**src/rtl/alu_pkg.sv**
```systemverilog
// ---------------------------------------------------------------------------
// alu_pkg
//   Shared definitions for the two-requester ALU arbiter:
//   - alu_op_t      : 3-bit opcode type
//   - ALU_ADD..XNOR : opcode encodings (every 3-bit code is a defined op)
//   - alu_state_t   : control FSM states (IDLE, EXEC, RESP)
// ---------------------------------------------------------------------------
package alu_pkg;

   typedef logic [2:0] alu_op_t;

   localparam alu_op_t ALU_ADD  = 3'b000;
   localparam alu_op_t ALU_SUB  = 3'b001;
   localparam alu_op_t ALU_MUL  = 3'b010;
   localparam alu_op_t ALU_AND  = 3'b011;
   localparam alu_op_t ALU_OR   = 3'b100;
   localparam alu_op_t ALU_NOT  = 3'b101;
   localparam alu_op_t ALU_XOR  = 3'b110;
   localparam alu_op_t ALU_XNOR = 3'b111;

   typedef enum logic [1:0] {
      IDLE = 2'd0,
      EXEC = 2'd1,
      RESP = 2'd2
   } alu_state_t;

endpackage

```
**src/rtl/alu_rr_arb2.sv**
```systemverilog
// ---------------------------------------------------------------------------
// alu_rr_arb2
//   Two-way round-robin grant. The priority pointer names the requester that
//   wins when both are valid; after every accepted command it moves to the
//   requester that did not win.
// Ports:
//   clk, rst_n   clock, asynchronous active-low reset (pointer resets to 0)
//   valid0/1     request lines
//   accept       the current grant was taken this cycle
//   grant        id of the requester currently granted
// ---------------------------------------------------------------------------
module alu_rr_arb2 (
   input  logic clk,
   input  logic rst_n,
   input  logic valid0,
   input  logic valid1,
   input  logic accept,
   output logic grant
);

   logic prio;

   // A lone requester always wins; with no requester the pointer is
   // presented, which is harmless because no handshake can happen.
   always_comb begin
      grant = prio;
      if (valid0 && valid1) begin
         grant = prio;
      end else if (valid1) begin
         grant = 1'b1;
      end else if (valid0) begin
         grant = 1'b0;
      end
   end

   always_ff @(posedge clk or negedge rst_n) begin
      if (!rst_n) begin
         prio <= 1'b0;
      end else if (accept) begin
         prio <= ~grant;
      end
   end

endmodule

```
**src/rtl/alu_req_arbiter.sv**
```systemverilog
// ---------------------------------------------------------------------------
// alu_req_arbiter
//   Shares one DATA_W-bit, 8-opcode ALU between two valid/ready requesters.
//   Round-robin arbitration picks a command in IDLE, the operands are latched,
//   the op executes in EXEC, and the registered result (tagged with the
//   requester id) is offered on a valid/ready response port in RESP.
// Parameters:
//   DATA_W          operand width; results are 2*DATA_W bits
// Ports:
//   clk, rst_n      clock, asynchronous active-low reset
//   req0_* / req1_* valid, ready, a, b, op per requester
//   rsp_valid/ready response handshake
//   rsp_id          requester that issued the result
//   rsp_data        result
//   busy            FSM is not in IDLE
//   stat_gnt0/1     saturating accept counters (only with ALU_ARB_STATS_EN)
// Configuration macro: ALU_ARB_STATS_EN
// ---------------------------------------------------------------------------
module alu_req_arbiter
   import alu_pkg::*;
#(
   parameter int DATA_W = 4
) (
   input  logic                clk,
   input  logic                rst_n,
   input  logic                req0_valid,
   output logic                req0_ready,
   input  logic [DATA_W-1:0]   req0_a,
   input  logic [DATA_W-1:0]   req0_b,
   input  logic [2:0]          req0_op,
   input  logic                req1_valid,
   output logic                req1_ready,
   input  logic [DATA_W-1:0]   req1_a,
   input  logic [DATA_W-1:0]   req1_b,
   input  logic [2:0]          req1_op,
   output logic                rsp_valid,
   input  logic                rsp_ready,
   output logic                rsp_id,
   output logic [2*DATA_W-1:0] rsp_data,
`ifdef ALU_ARB_STATS_EN
   output logic [15:0]         stat_gnt0,
   output logic [15:0]         stat_gnt1,
`endif
   output logic                busy
);

   localparam int RES_W = 2 * DATA_W;

   alu_state_t         state;
   alu_state_t         state_next;
   logic               grant;
   logic               accept;
   logic [DATA_W-1:0]  a_q;
   logic [DATA_W-1:0]  b_q;
   alu_op_t            op_q;
   logic               id_q;
   logic [RES_W-1:0]   a_ext;
   logic [RES_W-1:0]   b_ext;
   logic [RES_W-1:0]   alu_res;

   alu_rr_arb2 u_arb (
      .clk    (clk),
      .rst_n  (rst_n),
      .valid0 (req0_valid),
      .valid1 (req1_valid),
      .accept (accept),
      .grant  (grant)
   );

   // Ready is gated by rst_n so both readies read 0 while reset is held.
   assign req0_ready = rst_n && (state == IDLE) && req0_valid && !grant;
   assign req1_ready = rst_n && (state == IDLE) && req1_valid &&  grant;
   assign accept     = req0_ready || req1_ready;
   assign rsp_valid  = (state == RESP);
   assign busy       = (state != IDLE);

   // Operands are zero-extended first so sub wraps, mul keeps the full
   // product and not/xnor set the upper result bits.
   always_comb begin
      a_ext   = {{DATA_W{1'b0}}, a_q};
      b_ext   = {{DATA_W{1'b0}}, b_q};
      alu_res = '0;
      case (op_q)
         ALU_ADD:  alu_res = a_ext + b_ext;
         ALU_SUB:  alu_res = a_ext - b_ext;
         ALU_MUL:  alu_res = a_ext * b_ext;
         ALU_AND:  alu_res = a_ext & b_ext;
         ALU_OR:   alu_res = a_ext | b_ext;
         ALU_NOT:  alu_res = ~a_ext;
         ALU_XOR:  alu_res = a_ext ^ b_ext;
         ALU_XNOR: alu_res = ~(a_ext ^ b_ext);
         default:  alu_res = '0;
      endcase
   end

   always_comb begin
      state_next = state;
      case (state)
         IDLE:    if (accept) state_next = EXEC;
         EXEC:    state_next = RESP;
         RESP:    if (rsp_ready) state_next = IDLE;
         default: state_next = IDLE;
      endcase
   end

   always_ff @(posedge clk or negedge rst_n) begin
      if (!rst_n) begin
         state <= IDLE;
      end else begin
         state <= state_next;
      end
   end

   // The winning command is captured on the handshake.
   always_ff @(posedge clk or negedge rst_n) begin
      if (!rst_n) begin
         a_q  <= '0;
         b_q  <= '0;
         op_q <= ALU_ADD;
         id_q <= 1'b0;
      end else if (accept) begin
         a_q  <= grant ? req1_a  : req0_a;
         b_q  <= grant ? req1_b  : req0_b;
         op_q <= grant ? req1_op : req0_op;
         id_q <= grant;
      end
   end

   // Result is registered at the end of EXEC and held through RESP.
   always_ff @(posedge clk or negedge rst_n) begin
      if (!rst_n) begin
         rsp_data <= '0;
         rsp_id   <= 1'b0;
      end else if (state == EXEC) begin
         rsp_data <= alu_res;
         rsp_id   <= id_q;
      end
   end

`ifdef ALU_ARB_STATS_EN
   logic [15:0] stat_cnt0;
   logic [15:0] stat_cnt1;

   // Accept counters stick at all-ones instead of wrapping.
   always_ff @(posedge clk or negedge rst_n) begin
      if (!rst_n) begin
         stat_cnt0 <= '0;
         stat_cnt1 <= '0;
      end else begin
         if (req0_ready && (stat_cnt0 != 16'hFFFF)) stat_cnt0 <= stat_cnt0 + 16'd1;
         if (req1_ready && (stat_cnt1 != 16'hFFFF)) stat_cnt1 <= stat_cnt1 + 16'd1;
      end
   end

   assign stat_gnt0 = stat_cnt0;
   assign stat_gnt1 = stat_cnt1;
`endif

endmodule

```
**config.mk**
```make
export PLATFORM = sky130hd
export DESIGN_NAME = alu_req_arbiter
export DESIGN_NICKNAME = d
export VERILOG_FILES = /design/src/rtl/alu_pkg.sv /design/src/rtl/alu_rr_arb2.sv /design/src/rtl/alu_req_arbiter.sv
export SDC_FILE = /design/constraint.sdc
export NUM_CORES = 1
export LEC_CHECK = 0
export ABC_AREA = 1
export BUFFER_PORTS_ARGS = -buffer_cell sky130_fd_sc_hd__buf_2
export CAP_MARGIN = 20
export CORE_MARGIN = 2
export CORE_UTILIZATION = 56
export CTS_BUF_LIST = sky130_fd_sc_hd__clkbuf_16
export DETAILED_ROUTE_END_ITERATION = 8
export PLACE_DENSITY = 0.91
export SETUP_SLACK_MARGIN = 0.15
export SLEW_MARGIN = 20
export SYNTH_ARGS = -nofsm -noshare
export SYNTH_HDL_FRONTEND = slang
export SYNTH_HIERARCHICAL = 1
export SYNTH_SLANG_ARGS = --single-unit
```
**constraint.sdc**
```tcl
create_clock -name clk -period 4.2 [get_ports clk]
set_clock_uncertainty 0.15 [all_clocks]
set_input_delay 0.42 -clock clk [delete_from_list [all_inputs] [get_ports clk]]
set_output_delay 0.42 -clock clk [all_outputs]
set_load 0.01 [all_outputs]
```
* Word-level counts from Yosys, hierarchy flattened *
Cells that the tools add are included.

storage, ports and cells
  output and inout port bits = 13
  bits of input ports = 27
  register bits = 24
  word-level logic and storage cells = 50

cells by class
  mux-type cells = 10
  equal/unequal tests = 11
  $add $sub $neg = 2
  bitwise logic cells = 6
  multipliers = 1
  reduce and logical (&&, ||, !) cells = 12

operator list
  operator                                       count
  case mux 8 bit (8 select lines)                1
  inverter 4 -> 8 bit                            2
  == test 3 bit, second input constant           4
  multiplier 4 x 4 -> 8 bit                      1
  2-to-1 mux 4 bit                               2
  == test 3 x 2 -> 1 bit, second input constant  2
  logical AND 1 bit                              6
  case mux 2 bit (3 select lines)                1
  adder 4 x 4 -> 5 bit                           1
  subtractor 4 x 4 -> 5 bit                      1
  bitwise AND 4 bit                              1
  2-to-1 mux 2 bit                               2
  OR 4 bit                                       1
  XOR 4 bit                                      1
  == test 3 x 1 -> 1 bit, second input constant  1
  zero test 3 bit                                1
  2-to-1 mux 1 bit                               3
  2-to-1 mux 3 bit                               1
  == test 2 x 1 -> 1 bit, second input constant  1
  == test 2 bit, second input constant           1
  zero test 2 bit                                1
  != test 2 x 1 -> 1 bit, second input constant  1
  != test 2 bit, second input constant           1
  AND reduction 2 bit                            1
  4 further kinds                                4

* Depth between registers and ports, before layout *
Gate-level depths: netlist of run 1.

  depth after elaboration = 8
  mapped depth = 15
  gate-level depth less buffers = 15

* Hierarchy *
The synthesis of run 1 kept the hierarchy.

by module, submodules not included
  module           area an instance (um^2)  seq. area each (um^2)  cells each  instances
  alu_req_arbiter  2125.8                   575.6                  299         1
  alu_rr_arb2      65.1                     25.0                   11          1

* Worst setup path before layout of run 1 *
Ideal clock, no wire load.

  path kind = register -> register
  start = reg a_q[1]
  end = reg rsp_data[3]
  arrival time = 2.619 ns
  setup time = 0.113 ns
  period minus slack after synthesis = 2.882 ns
  buffers on the path = 0
  cell stages (with the launch flop) = 14
  setup slack = 1.318 ns
  cell sequence = dfrtp_1 > nand2_1 > fa_1 > inv_1 > fa_1 > inv_1 > fa_1 > nor2_1 > nor2_1 > nand2_1 > nor2_1 > nand3_1 > nand2_1 > inv_1

between the ends
  word-level cells in the longest chain between the ends = 2
  elaborated cells on any way between the ends = 4
  those cells by class = add/sub: 2; mul: 1; mux: 1

RTL lines
  element                                            line                    source
  from (decl)                                        alu_req_arbiter.sv:53   logic [DATA_W-1:0] a_q;
  from (signal assigned)                             alu_req_arbiter.sv:122  a_q <= grant ? req1_a : req0_a;
  multiplier 4 x 4 -> 8 bit (tied with other cells)  alu_req_arbiter.sv:86   ALU_MUL: alu_res = a_ext * b_ext;
  case mux 8 bit (8 select lines) *                  alu_req_arbiter.sv:83   case (op_q)
  to (signal assigned)                               alu_req_arbiter.sv:135  rsp_data <= alu_res;
  to (decl)                                          alu_req_arbiter.sv:39   output logic [2*DATA_W-1:0] rsp_data,

Mark *: on every way between the ends. The rest lies on a longest branch, timed or not.
A chain may end at the register's enable or synchronous reset.

* Final worst setup path of run 1 *
  start = reg a_q[1]
  end = reg rsp_data[6]

between the ends
  word-level cells in the longest chain between the ends = 2
  elaborated cells on any way between the ends = 3
  those cells by class = add/sub: 1; mul: 1; mux: 1

RTL lines
  element                                                                 line
  multiplier 4 x 4 -> 8 bit or subtractor 4 x 4 -> 5 bit (tied branches)  alu_req_arbiter.sv:86, alu_req_arbiter.sv:85
  case mux 8 bit (8 select lines) *                                       alu_req_arbiter.sv:83

Marked as above.

==> out/metrics.csv, run 1 <==
stage,metric,value,unit
outcome,run_status,"complete, but fails checks",
outcome,violations,negative hold slack,
cells_and_area,syn2layout_area_growth,13.93,%
power_and_ir_drop,leakagePower,1.462,nW
global_routing,grt_pass1_wl,8245,um
clocking,root_buffer,clkbuf_16,
power_and_ir_drop,pwr-share-comb,0.685,
drt,post_drt_wl_per_cell,12.59,um
synth,synth_cell_types,32,
critical_path,end_kind,flip-flop,
synth,ys_seq_area_frac,0.2741,
cells_and_area,antenna_cells,0,
cells_and_area,layout_common_cells,"89 x nand2_1, 46 x inv_1, 39 x buf_2",
hold_path,min_path_type,primary input to async pin,
synth,synth_top_family_by_area,simple AND/OR/NAND/NOR gates,
floorplanning,io_pins,40,
synth,avgSynthCellArea,7.067,sq um
synth,syn_inst,310,
drt,m1WireLength,2097,um
placement,gp_congestion,0.9675,
clocking,cts_resized,0,
synth,synthMuxAreaShare,0,
drt,drtPass1Iterations,5,
drt,drtIter0Drc,170,
global_routing,grt_pass1_vias,1897,
drt,ant_nets,0,
timing,period_minus_slack,3.081,ns
synth,synth-edff-count,0,
synth,yosys.area_share.simple,0.3038,
clocking,cts.sinks,24,
timing,worst_slew_pin_slew,0.5485,ns
drt,drc,0,
cells_and_area,drive_gt1_frac,0.1826,
synth,synth-async-reset-ratio,1.000,
global_routing,antenna_found_initial,0,
clocking,clock_path_buffers,2,
critical_path,r2r_setup_slack,1.12,ns
critical_path,crit_start,a_q[1]$_DFFE_PN0P_,
synth,yosys_warnings,6,
placement,dpl.hpwl,3809,um
critical_path,start_kind,flip-flop,
synth,ys_ff_latch,24,
cells_and_area,fin_cells,393,
cells_and_area,final_common_cell,nand2_1,
drt,finalWirelength,4947,um
power_and_ir_drop,power.share.sequential,0.201,
timing,fin_hold_ws,-0.01442,ns
clocking,clk_latency,0.26,ns
drt,num_vias,2058,
timing,slew_headroom,0.6343,
clocking,hold_buffers,0,
critical_path,arrival,3.09,ns
floorplanning,start_util,0.5896,
critical_path,critical_path_required,4.21,ns
clocking,h-tree-depth,1,
synth,synth_compound_area_frac,0.1062,
floorplanning,die_area,4428,sq um
global_routing,grt_start_max_net_pins,26,
floorplanning,die_h,66.55,um
floorplanning,dieWidth,66.55,um
power_and_ir_drop,switching_share,0.5188,
global_routing,overflow,0,
floorplanning,core_area,3716,sq um
critical_path,worst-setup-path-type,flip-flop to flip-flop,
power_and_ir_drop,power_switching,1.272,mW
power_and_ir_drop,ir_drop,0.0005357,V
critical_path,r2r_start,a_q[1]$_DFFE_PN0P_,
timing,slew_violations,0,
clocking,postCtsSetupRepairBufs,0,
timing,rsz0062_at_grt,false,
critical_path,worst-path-max-fanout,9,
clocking,cts_made_buffers,3,
power_and_ir_drop,internal-power,1.180,mW
placement,io_buffers,39,
timing,final-hold-violation-count,24,
drt,routed-wl-met3,355,um
synth,synthXorXnorAreaFrac,0.003998,
synth,synth_flop_cell,dfrtp_1,
clocking,cts.reportedPaths.clkPinSlew,0.07,ns
cells_and_area,nNetsFinal,403,
synth,synth_fa_ha_area_frac,0.1919,
power_and_ir_drop,powerDensity,982.2,nW/um^2
placement,dp_cells,389,
timing,setup_violations,0,
timing,setup_tns,0,ns
drt,dr.max_layer_used,met4,
power_and_ir_drop,pwr-share-clk,0.114,
floorplanning,rows,22,
synth,syn-cell-area,2191,sq um
timing,fmax,0.3246,GHz
clocking,cts_tree,yes,
drt,vias_per_cell,5.237,
job,max_cap_violations,0,
timing,post-route-period-util,0.7335,
global_routing,gr-usage-all-layers,0.2443,
synth,synth_fp_nets,367,
drt,met2WireLength,2364,um
[critical path, cell delays in order, from the launching register on]
cell     delay [ns]
dfrtp_1        0.53
nand2_1        0.13
fa_1           0.52
inv_1          0.06
fa_1           0.56
inv_1          0.06
fa_1           0.41
inv_1          0.09
nand3_1        0.06
nand2_1        0.09
a21oi_1        0.06
o21ai_0        0.07
nand2_1        0.07
nand2_1        0.06
nand2_1        0.05
[state kept, by name (all words and copies together), names as in the netlist]
name,flops
state,2
op_q,3
u_arb/prio,1
b_q,4
id_q,1
a_q,4
rsp_data,8
rsp_id,1
[power by group through the flow]
stage | registers (mW) | logic, mW | clock network [mW]
after floorplan | 0.448 | 1.30 | 0
final | 0.492 | 1.68 | 0.280
after global placement | 0.481 | 1.57 | 0
after CTS | 0.492 | 1.67 | 0.281
after detailed placement | 0.494 | 1.61 | 0
after global routing | 0.516 | 1.91 | 0.290
[cell usage after synthesis, types with 3 or more instances]
master / n / share of area
a21oi_1: 9 / 0.021
a31oi_1: 12 / 0.034
dfrtp_1: 24 / 0.27
fa_1: 6 / 0.055
ha_1: 24 / 0.14
inv_1: 46 / 0.079
inv_2: 8 / 0.014
nand2_1: 89 / 0.15
nand3_1: 20 / 0.046
nand3_2: 3 / 0.014
nor2_1: 28 / 0.048
o21ai_0: 11 / 0.025
o22ai_1: 3 / 0.0086
[per-stage QoR]
step	setup slack, ns	utilization	hold WS [ns]	power, mW	instance area, sq um
after floorplan	1.318	-	-0.02559	1.749	2191
after global placement	1.211	0.6434	0.2795	2.056	2391
after detailed placement	1.142	0.6434	0.2876	2.108	2391
after CTS	1.114	0.6717	0.007225	2.441	2496
after global routing	0.8859	0.6717	0.03557	2.717	2496
final	1.119	0.6717	-0.01442	2.452	2496
[cell type report]
class                           count  area [sq um]
Clock buffer                        3         75.07
Clock inverter                      1         30.03
Timing Repair Buffer               39         195.2
Multi-Input combinational cell    223          1328
Tap cell                           48         60.06
Sequential cell                    24         600.6
Inverter                           55         207.7
Fill cell                         317          1220
[cell families after synthesis]
kind of cell / after synthesis
AO/OA/AOI/OAI: 40
buffers and inverters: 63
AND/OR/NAND/NOR: 152
adder cells (fa/ha/maj): 30
XOR/XNOR: 1
flip-flops: 24
[worst paths after layout]
check	endpoint	cells past startpoint
hold reg to reg	rsp_data[5]$_DFFE_PN0N_	2
setup reg to reg	rsp_data[6]$_DFFE_PN0N_	14
hold / removal	rsp_data[1]$_DFFE_PN0N_	1
max in group asynchronous	b_q[1]$_DFFE_PN0P_	1
setup / recovery	rsp_data[6]$_DFFE_PN0N_	14
min in group clk	state[1]$_DFFE_PN0P_	2
[routing by layer]
metal | GRT usage | up-vias
li1 | - | 1051
met2 | 0.4225 | 92
met3 | 0.04223 | 11
met5 | 0 | -
met1 | 0.2989 | 904
met4 | 0.09949 | 0
Power figures use the tool's default switching activity.
==> run 2: changes to the inputs <==
- clock period: 4.2 -> 3.1 ns (I/O delays scaled with it)
==> out/metrics.csv, run 2 (synthesized netlist as in run 1, its figures left out) <==
stage,metric,value,unit
outcome,run_status,completed,
cells_and_area,multi_input_area,1371,sq um
drt,post_drt_wl_per_cell,12.25,um
critical_path,start_kind,flip-flop,
timing,slew_headroom,0.6417,
global_routing,overflow,0,
timing,worst_slew_pin_slew,0.5375,ns
floorplanning,die_h,66.55,um
clocking,cts.reportedPaths.clkPinSlew,0.06,ns
drt,num_vias,2100,
critical_path,crit_chain,"nand2_2, fa_1, inv_2, fa_1, inv_2, fa_2, nor2_2, nor2_1, nand2_1, nor2_1, nand3_1, nand2_1, inv_1",
global_routing,grt_pass1_wl,8052,um
cells_and_area,reg_top3,"rsp_data: 8 flops, a_q: 4 flops, b_q: 4 flops",
timing,period_minus_slack,2.842,ns
cells_and_area,nFillCells,311,
critical_path,end_kind,flip-flop,
drt,ant_nets,0,
drt,met2WireLength,2377,um
floorplanning,core_area,3716,sq um
floorplanning,die_area,4428,sq um
drt,m1WireLength,2112,um
cells_and_area,largest_register_ffs,8,
critical_path,cp_top_family,adder cells,
cells_and_area,drive_gt1_frac,0.2401,
clocking,root_buffer,clkbuf_16,
drt,vias_per_cell,5.224,
floorplanning,rows,22,
drt,drtPass1Iterations,7,
drt,drtIter0Drc,176,
timing,rsz0062_at_grt,true,
hold_path,min_path_type,primary input to flip-flop,
timing,setup_violations,0,
placement,gp_congestion,0.9855,
cells_and_area,final_common_cell,nand2_1,
critical_path,critPathSlowestCell,fa_2,
placement,io_buffers,39,
drt,drc,0,
critical_path,critPathMaxStageDelay,0.53,ns
cells_and_area,antenna_cells,0,
cells_and_area,nNetsFinal,413,
clocking,h-tree-depth,1,
cells_and_area,syn2layout_area_growth,18.22,%
timing,fmax,0.3518,GHz
clocking,cts.sinks,24,
critical_path,r2r_setup_slack,0.26,ns
drt,routed-wl-met3,373,um
placement,dpl.hpwl,3680,um
floorplanning,io_pins,40,
critical_path,worst-path-max-fanout,6,
cells_and_area,layout_common_cells,"87 x nand2_1, 43 x inv_1, 39 x buf_2",
drt,dr.max_layer_used,met4,
floorplanning,start_util,0.5896,
floorplanning,dieWidth,66.55,um
global_routing,antenna_found_initial,0,
critical_path,crit_buf_inv,3,
timing,final-hold-violation-count,0,
global_routing,grt_start_max_net_pins,26,
clocking,cts_tree,yes,
critical_path,worst-setup-path-type,flip-flop to flip-flop,
drt,finalWirelength,4924,um
cells_and_area,top_register,rsp_data,
global_routing,gr-usage-all-layers,0.2349,
job,max_cap_violations,0,
timing,slew_violations,0,
critical_path,arrival,2.85,ns
clocking,cts_made_buffers,3,
clocking,clock_path_buffers,2,
critical_path,critical_path_required,3.10,ns
cells_and_area,ff_latch_area,603.1,sq um
timing,post-route-period-util,0.9168,
clocking,clk_latency,0.26,ns
timing,setup_tns,0,ns
global_routing,grt_pass1_vias,1837,
## run 2: final timing paths
path	start	cells after the start	end
worst max-delay path	b_q[1]$_DFFE_PN0P_	13	rsp_data[3]$_DFFE_PN0N_
worst min-delay path	rsp_ready	2	state[1]$_DFFE_PN0P_
worst max register to register	b_q[1]$_DFFE_PN0P_	13	rsp_data[3]$_DFFE_PN0N_
worst min register to register	rsp_data[5]$_DFFE_PN0N_	2	rsp_data[5]$_DFFE_PN0N_
max in group asynchronous	rst_n	2	a_q[2]$_DFFE_PN0P_
min in group asynchronous	rst_n	2	rsp_data[0]$_DFFE_PN0N_
## run 2: metal layers
layer,vias to the layer above,GRT usage
met5,-,0
met3,8,0.04561
li1,1074,-
met4,0,0.04847
met2,102,0.3975
met1,916,0.3116
## run 2: per-stage QoR
step / std cells / utilization / cell area (sq um) / hold WS, ns / setup slack (ns)
floorplan: 310 / - / 2191 / -0.1356 / 0.2178
global placement: 391 / 0.6475 / 2406 / 0.1675 / 0.2235
detailed placement: 391 / 0.6475 / 2406 / 0.1774 / 0.1190
CTS: 397 / 0.6747 / 2507 / 0.08798 / 0.1608
global route: 402 / 0.6970 / 2590 / 0.09844 / 0.04882
finish: 402 / 0.6970 / 2590 / 0.08192 / 0.2578
## run 2: area by class of cell
class	count	share of cell area
Clock buffer	3	0.02899
Inverter	55	0.08019
Multi-Input combinational cell	223	0.5295
Sequential cell	24	0.2329
Tap cell	48	0.02319
Timing Repair Buffer	49	0.1053
## run 2: what timing repair did
action | in CTS | in global routing
setup endpoints to repair | 2 | 3
hold endpoints to repair | 24 | 0
hold buffers | 1 | 0
pin swaps | 0 | 11
resized for setup | 1 | 13
setup buffers | 2 | 5
Power of run 2 is not shown: default switching activity piles up to over one toggle a cycle in this logic, so the estimate is an artifact.
==> run 3: changes to the inputs <==
- BUFFER_PORTS_ARGS: -buffer_cell sky130_fd_sc_hd__buf_2 -> not set
- CORE_UTILIZATION: 56 -> 60
- DONT_BUFFER_PORTS: not set -> 1
- PLACE_DENSITY: 0.91 -> 0.87
- RECOVER_POWER: not set -> 100
- SETUP_SLACK_MARGIN: 0.15 -> not set
==> out/metrics.csv, run 3 (synthesized netlist as in run 1, its figures left out) <==
stage,metric,value,unit
cells_and_area,final_common_cell,nand2_1,
outcome,run_status,completed,
drt,drtPass1Iterations,6,
clocking,cts_made_buffers,3,
critical_path,crit_buf_inv,3,
placement,dpl.hpwl,3592,um
critical_path,critical_path_required,3.11,ns
global_routing,antenna_found_initial,0,
floorplanning,io_pins,40,
cells_and_area,antenna_cells,0,
timing,setup_violations,0,
critical_path,cp_top_family,adder cells,
global_routing,grt_pass1_wl,8217,um
critical_path,critPathSlowestCell,fa_1,
global_routing,gr-usage-all-layers,0.2508,
drt,drc,0,
drt,post_drt_wl_per_cell,13.20,um
critical_path,r2r_setup_slack,0.19,ns
job,max_cap_violations,0,
timing,fmax,0.3431,GHz
critical_path,endpoint,rsp_data[3]$_DFFE_PN0N_,
critical_path,start_kind,flip-flop,
drt,ant_nets,0,
floorplanning,rows,21,
global_routing,grt_start_max_net_pins,25,
cells_and_area,fin_util,0.6813,
floorplanning,core_area,3416,sq um
global_routing,grt_pass1_vias,1854,
placement,io_buffers,0,
critical_path,r2r_start,b_q[3]$_DFFE_PN0P_,
timing,post-route-period-util,0.9402,
critical_path,rr_endpoint,rsp_data[3]$_DFFE_PN0N_,
clocking,cts_tree,yes,
timing,period_minus_slack,2.915,ns
floorplanning,die_area,4151,sq um
timing,slew_violations,0,
clocking,clock_path_buffers,2,
clocking,root_buffer,clkbuf_16,
timing,slew_headroom,0.1871,
clocking,cts.reportedPaths.clkPinSlew,0.06,ns
critical_path,worst-setup-path-type,flip-flop to flip-flop,
cells_and_area,drive_gt1_frac,0.08013,
critical_path,arrival,2.92,ns
critical_path,crit_start,b_q[3]$_DFFE_PN0P_,
critical_path,r2r_cells,13,
cells_and_area,syn2layout_area_growth,6.225,%
timing,worst_slew_pin_slew,1.219,ns
placement,gp_congestion,0.9482,
floorplanning,start_util,0.6414,
clocking,h-tree-depth,1,
critical_path,end_kind,flip-flop,
cells_and_area,layout_common_cells,"89 x nand2_1, 48 x inv_1, 28 x nor2_1",
critical_path,critPathMaxStageDelay,0.55,ns
drt,finalWirelength,4725,um
hold_path,min_path_type,primary input to flip-flop,
drt,drtIter0Drc,181,
cells_and_area,reg_top3,"rsp_data: 8 flops, a_q: 4 flops, b_q: 4 flops",
floorplanning,die_h,64.43,um
drt,vias_per_cell,5.584,
floorplanning,dieWidth,64.43,um
drt,num_vias,1999,
clocking,cts.sinks,24,
cells_and_area,top_register,rsp_data,
critical_path,worst-path-max-fanout,6,
global_routing,overflow,0,
cells_and_area,largest_register_ffs,8,
timing,setup_tns,0,ns
cells_and_area,nNetsFinal,370,
critical_path,crit_chain,"nand2_1, fa_1, inv_1, fa_1, inv_1, fa_1, nor2_1, nor2_1, nand2_1, nor2_1, nand3_1, nand2_1, inv_1",
clocking,clk_latency,0.26,ns
timing,final-hold-violation-count,0,
timing,rsz0062_at_grt,false,
critical_path,crit_cells,13,
-- run 3: changes by cell type in the layout (fill, tap and decap cells not counted), sizes merged --
cell         delta
buf            -46
clkbuf          +2
bufinv          +1
dlygate4sd3     +1
-- run 3: what timing repair did --
item                       4_1_cts  5_1_grt
setup endpoints to repair        0        3
setup buffers                    0        1
hold endpoints to repair        25       24
hold buffers                     2        1
resized for setup                0        4
-- run 3: cell type report --
cell class / instances / area, sq um
tap: 46 / 57.56
timing repair buffer: 6 / 42.54
inverter: 55 / 207.7
clock buffer: 3 / 75.07
fill: 294 / 1089
multi-input combinational: 223 / 1310
sequential: 24 / 604.3
clock inverter: 1 / 30.03
-- run 3: how the worst min path moves through the flow --
stage	cells after the start	to	slack, ns	from
after floorplan	0	a_q[0]$_DFFE_PN0P_	-0.14	rst_n
after global placement	0	rsp_data[7]$_DFFE_PN0N_	-0.14	rst_n
after detailed placement	0	rsp_data[4]$_DFFE_PN0N_	-0.14	rst_n
after CTS	2	op_q[1]$_DFFE_PN0P_	0.05	req1_op[1]
after global routing	2	b_q[0]$_DFFE_PN0P_	0.06	req0_b[0]
final	2	op_q[1]$_DFFE_PN0P_	0.05	req1_op[1]
-- run 3: stage by stage --
step           std cells  hold slack (ns)  area [sq um]  worst slack (ns)
2_1_floorplan        310          -0.1356          2191            0.2178
3_3_place_gp         350          -0.1351          2208            0.2129
3_5_place_dp         350          -0.1351          2208            0.1146
4_1_cts              356          0.04749          2333           0.07794
5_1_grt              358          0.05689          2327          0.004659
6_report             358          0.04676          2327            0.1852
-- run 3: routing by layer --
metal / vias up / wire length [um] / share of wire / global-route usage
met3: 11 / 380 / 0.080 / 0.03993
li1: 985 / - / - / -
met4: 0 / 92 / 0.019 / 0.09840
met1: 895 / 2042 / 0.43 / 0.3277
met2: 108 / 2210 / 0.47 / 0.4180
met5: - / 0 / 0 / 0
Power of run 3 is left out for the same reason.
